`config.mk`:
```
export PLATFORM = sky130hd
export DESIGN_NAME = banco_reg_ir_memoria
export DESIGN_NICKNAME = d
export VERILOG_FILES = /design/src/rtl/banco_reg_ir_memoria.sv
export SDC_FILE = /design/constraint.sdc
export NUM_CORES = 2
export LEC_CHECK = 0
export CORE_MARGIN = 2
export CORE_UTILIZATION = 45
export CTS_BUF_LIST = sky130_fd_sc_hd__clkbuf_4 sky130_fd_sc_hd__clkbuf_8
export DETAILED_ROUTE_END_ITERATION = 16
export PLACE_DENSITY_LB_ADDON = 0.3
export SYNTH_ARGS = -nofsm -noshare
export SYNTH_HDL_FRONTEND = slang
export SYNTH_SLANG_ARGS = --single-unit
```
`constraint.sdc`:
```
create_clock -name Clk -period 9.65 [get_ports Clk]
set_clock_uncertainty 0.2 [all_clocks]
set_input_delay 1.93 -clock Clk [delete_from_list [all_inputs] [get_ports Clk]]
set_output_delay 1.93 -clock Clk [all_outputs]
set_load 0.01 [all_outputs]
```
`src/rtl/banco_reg_ir_memoria.sv`:
```
`default_nettype none
// ============================================================================
// Module      : banco_reg_ir_memoria
// Description : Multicycle MIPS storage core: unified byte-addressed memory,
//               instruction register and 32x32 general-purpose register file.
// Revision    : 1.0 - initial release
// ============================================================================
module banco_reg_ir_memoria #(
  parameter int          MEM_ADDR_BITS = 8,
  parameter logic [31:0] SP_RESET      = 32'd227
) (
  input  logic        Clk,
  input  logic        Reset,
  input  logic [31:0] Address,
  input  logic        Wr,
  input  logic [31:0] Datain,
  output logic [31:0] Dataout,
  input  logic        Load_ir,
  output logic [5:0]  Instr31_26,
  output logic [4:0]  Instr25_21,
  output logic [4:0]  Instr20_16,
  output logic [15:0] Instr15_0,
  input  logic        RegWrite,
  input  logic [4:0]  ReadReg1,
  input  logic [4:0]  ReadReg2,
  input  logic [4:0]  WriteReg,
  input  logic [31:0] WriteData,
  output logic [31:0] ReadData1,
  output logic [31:0] ReadData2
);

  localparam int C_WORD_BITS = MEM_ADDR_BITS - 2;
  localparam int C_DEPTH     = 1 << C_WORD_BITS;
  localparam int C_SP_IDX    = 29;

  logic [31:0]            mem_q [C_DEPTH];
  logic [C_WORD_BITS-1:0] mem_idx;
  logic [31:0]            dataout_q;
  logic [31:0]            ir_q;
  logic [31:0]            ir_d;
  logic [31:0]            regs_q [32];
  logic                   reg_we;
  logic                   unused_addr_bits;

  // Byte-lane and upper address bits do not select anything; upper bits alias.
  assign mem_idx          = Address[MEM_ADDR_BITS-1:2];
  assign unused_addr_bits = ^{Address[31:MEM_ADDR_BITS], Address[1:0]};

  // The array has no reset so a preloaded image survives; writes are held off
  // while Reset is low so a reset edge cancels a pending store.
  always_ff @(posedge Clk) begin
    if (Reset && Wr) begin
      mem_q[mem_idx] <= Datain;
    end
  end

  always_ff @(posedge Clk or negedge Reset) begin
    if (!Reset) begin
      dataout_q <= '0;
    end else begin
      dataout_q <= mem_q[mem_idx];
    end
  end

  assign Dataout = dataout_q;

  always_comb begin
    ir_d = ir_q;
    if (Load_ir) begin
      ir_d = dataout_q;
    end
  end

  always_ff @(posedge Clk or negedge Reset) begin
    if (!Reset) begin
      ir_q <= '0;
    end else begin
      ir_q <= ir_d;
    end
  end

  assign Instr31_26 = ir_q[31:26];
  assign Instr25_21 = ir_q[25:21];
  assign Instr20_16 = ir_q[20:16];
  assign Instr15_0  = ir_q[15:0];

  assign reg_we = RegWrite && (WriteReg != 5'd0);

  always_ff @(posedge Clk or negedge Reset) begin
    if (!Reset) begin
      for (int i = 0; i < 32; i++) begin
        regs_q[i] <= (i == C_SP_IDX) ? SP_RESET : 32'd0;
      end
    end else if (reg_we) begin
      regs_q[WriteReg] <= WriteData;
    end
  end

  // Combinational reads with no bypass: a write shows up only after its edge.
  assign ReadData1 = (ReadReg1 == 5'd0) ? 32'd0 : regs_q[ReadReg1];
  assign ReadData2 = (ReadReg2 == 5'd0) ? 32'd0 : regs_q[ReadReg2];

endmodule
`default_nettype wire

```
==> impl_results.md <==
* Final worst-path cycle share at 0.755
* Die Y at roughly 550 um
* GP Congestion at 0.827
* Max Fanout on Critical Path at 56
* Iter 0 DRT Violations at between 9000 and 10000
* Mapped Area at around 130000 um^2
* Simple-gate area share of the yosys netlist at 0.0162
* HPWL after DPL at ~230000 um
* Hold/Removal Path Class: register to register
* Sink Count at between 3000 and 4000
* I/O pin cnt at approximately 240
* Synth top cells by count: edfxtp_1 (2048), mux2_2 (1144), dfrtp_1 (1083), mux4_2 (764), mux2i_1 (377)
* Total number of yosys warnings at 0
* Post-synth top area share at 0.457
* Clk root buf: clkbuf_8
* Cts bufs inserted at approximately 540
* Top post-synthesis cells by area: edfxtp_1 (46%), dfrtp_1 (20%), mux4_2 (13%)
* Power share of the clock group at 0.381
* Failing checks: antenna rules
* Initial antenna violation count at 43
* Sequential share of power at 0.498
* Crit path capture type: output pin
* Internal at approximately 24 mW
* Die ar. at 304000 um^2
* Setup Crit Path Kind: primary input to output pin
* Final Hold Fails at 0
* Lkg Pwr at 55.5 nW
* Post-synth top flop: edfxtp_1
* Setup bufs post-CTS at 0
* Worst-path clk slew at roughly 0.060 ns
* Dpl ws at 2.32 ns
* Most frequent cell after synthesis: edfxtp_1
* DR vias at roughly 78000
* Post-synth EDFFs at approximately 2000
* Hold-fix buffers at CTS at 0
* Slowest CP cell: o21ai_0
* CTS resizes at 0
* PnR worst setup slack at roughly 2.4 ns
* Total core area at approximately 300000 um^2
* Seq/Total Area, Yosys at 0.659
* Share of cells above drive strength 1 at 0.385
* Syn_nets at 7707
* Max-cap violations at 0
* Port buffer count at ~220
* Compound-cell area share of the yosys netlist at 0.0486
* Worst slew pin tran at roughly 1.4 ns
* Startpoint types: primary input
* CP max stage delay at around 0.8 ns
* Multiplexer area fraction after synthesis at 0.252
* Most area-hungry cell type in the Yosys netlist: edfxtp_1
* Status: finished with violations
* Initial Utilization at 0.453
* Slew headroom at 0.0704
* Post-synthesis register bit count at roughly 3100
* Largest family of logic cells by synthesized area: multiplexers
* Post-Synth XOR/XNOR Area at 0
* CP Data Required Time at ~7.5 ns
* Iteration count of the initial detailed-routing pass at 6
* Clock Tree Buf Depth at 4
* Setup TNS at 0 ns
* Remaining global-route overflow at 0
* CP arrival at between 5 and 6 ns
* Latest clock arrival within the worst-skew pair at around 1.2 ns
* Worst IR Drop VDD at between 0.1 and 0.15 mV
* Setup violations, final at 0
* Total GRT Usage at 0.267
* CP most frequent cell: mux4_2
* Avg Inst Size Synth at 17.7 um^2
* Vias per cell at around 6.4
* FMAX at between 0.1 and 0.15 GHz
* Wirelength per Cell at around 33 um
* Combinational Power Share at 0.121
* Power per standard cell area at about 210 nW/um^2
* NumNets Final at between 8000 and 9000
* Fill count at between 20000 and 25000
* Routed WL at just over 400000 um
* Ys async rst share at 0.347
* Adder-cell share of the synthesized area at 0
* RSZ-0062 raised after global routing: no
* Die Wd at ~550 um
* Max-slew violations at 0
* Rows at 200
* Sw Pwr at approximately 8 mW
* First-pass GRT wire length at a little under 600000 um
* Pin count of the biggest net entering global routing at ~170
* Drt drc at 0
* Synthesized instance count at 7591
* Antenna viol nets, final at 1
* Sw Share at 0.251
* Area Growth Syn to Fin at 13.1%
* Vias in the first global route at roughly 80000
* Final min period at ~7.3 ns
* Crit path cell chain: buf_8, buf_4, mux4_2, mux4_2, inv_1, o21ai_0, clkdlybuf4s50_1
* Distinct cells, synth at 71
* Htree depth at 6
* CTS tree: yes
## logic make-up after synthesis
logic type      count (synthesis)
flops                        3136
mux                          2287
compound gates                945
buf+inv                       733
simple gates                  490
## cell usage in the layout (no fill, tap or decap), drive strengths merged, types with 6 or more instances in the layout
cell	synthesis	layout
a222oi	14	14
diode	0	24
nand2	167	167
or2	6	6
nor2	188	188
o221ai	12	12
buf	334	297
clkinvlp	0	7
and3	8	8
nor3	9	9
a221oi	146	146
nand4	15	15
a21oi	145	145
clkdlybuf4s50	0	170
nor2b	10	10
o2bb2ai	19	19
o21ai	198	198
bufinv	0	6
a22oi	160	160
inv	69	104
a31oi	18	18
a2bb2oi	6	6
o22a	7	7
nand3	40	40
mux4	764	764
mux2	1146	1146
mux2i	377	377
clkbuf	330	780
clkinv	0	109
dfrtp	1083	1083
a211oi	27	27
o22ai	93	93
a22o	29	29
edfxtp	2048	2048
a221o	32	32
and2	6	6
o211ai	11	11
nand3b	7	7
or4	8	8
nor3b	7	7
## per-layer routing
metal	global-route usage	up-vias	wire [um]
met3	0.0587	897	40600
met1	0.352	41700	156000
met4	0.111	16	16400
met2	0.431	4395	198000
met5	0	-	92
li1	-	31200	-
## power by group through the flow
stage	clock network (mW)	registers, mW	logic [mW]
final	12.2	15.9	3.87
after global placement	0	16.0	3.79
after global routing	12.9	16.0	4.09
after floorplan	0	15.9	2.53
after CTS	12.3	15.9	3.88
after detailed placement	0	16.1	3.87
## flip-flops by register name, indices dropped and copies added (netlist names)
name	count
mem_q	2048
regs_q	1024
Dataout	32
ir_q	32
## path summary, 6_finish.rpt
| check | start | endpoint | slack [ns] | depth (start not counted) |
|---|---|---|---|---|
| worst min-delay path | regs_q[1019] | regs_q[1019] | 0.19 | 0 |
| worst max register to register | mem_q[38][9] | Dataout[9] | 6.21 | 6 |
| min in group asynchronous | Reset | regs_q[986] | 0.50 | 1 |
| worst min register to register | regs_q[1019] | regs_q[1019] | 0.19 | 0 |
| max in group asynchronous | Reset | regs_q[226] | 6.00 | 4 |
| worst max-delay path | ReadReg2[0] | ReadData2[20] | 2.36 | 7 |
## critical path: cells and delay by family
kind / cells / cell delay (ns)
compound gates: 1 / 0.80
buf+inv: 4 / 1.78
mux: 2 / 0.52
## through the flow
step | instances | power (mW) | utilization | instance area [um^2] | hold slack [ns]
final | 12300 | 31.9 | 0.513 | 152000 | 0.190
after global routing | 12300 | 33.0 | 0.513 | 152000 | 0.209
after CTS | 12300 | 32.1 | 0.512 | 152000 | 0.196
after detailed placement | 11300 | 20.0 | 0.476 | 142000 | 0.183
after global placement | 11300 | 19.8 | 0.476 | 142000 | 0.176
after floorplan | 7591 | 18.5 | - | 135000 | 0.241
## area by class of cell
type                       count  area, um^2  share of cell area
clock buffer                 780        9560              0.0627
clock inverter               157        1210             0.00796
antenna                       24        60.1            0.000394
inverter                      69         267             0.00175
sequential                  3136       88700               0.582
multi-input combinational   3722       43400               0.285
timing repair buffer         467        4250              0.0279
tap                         3939        4930              0.0323
(Power assumes the default switching activity.)
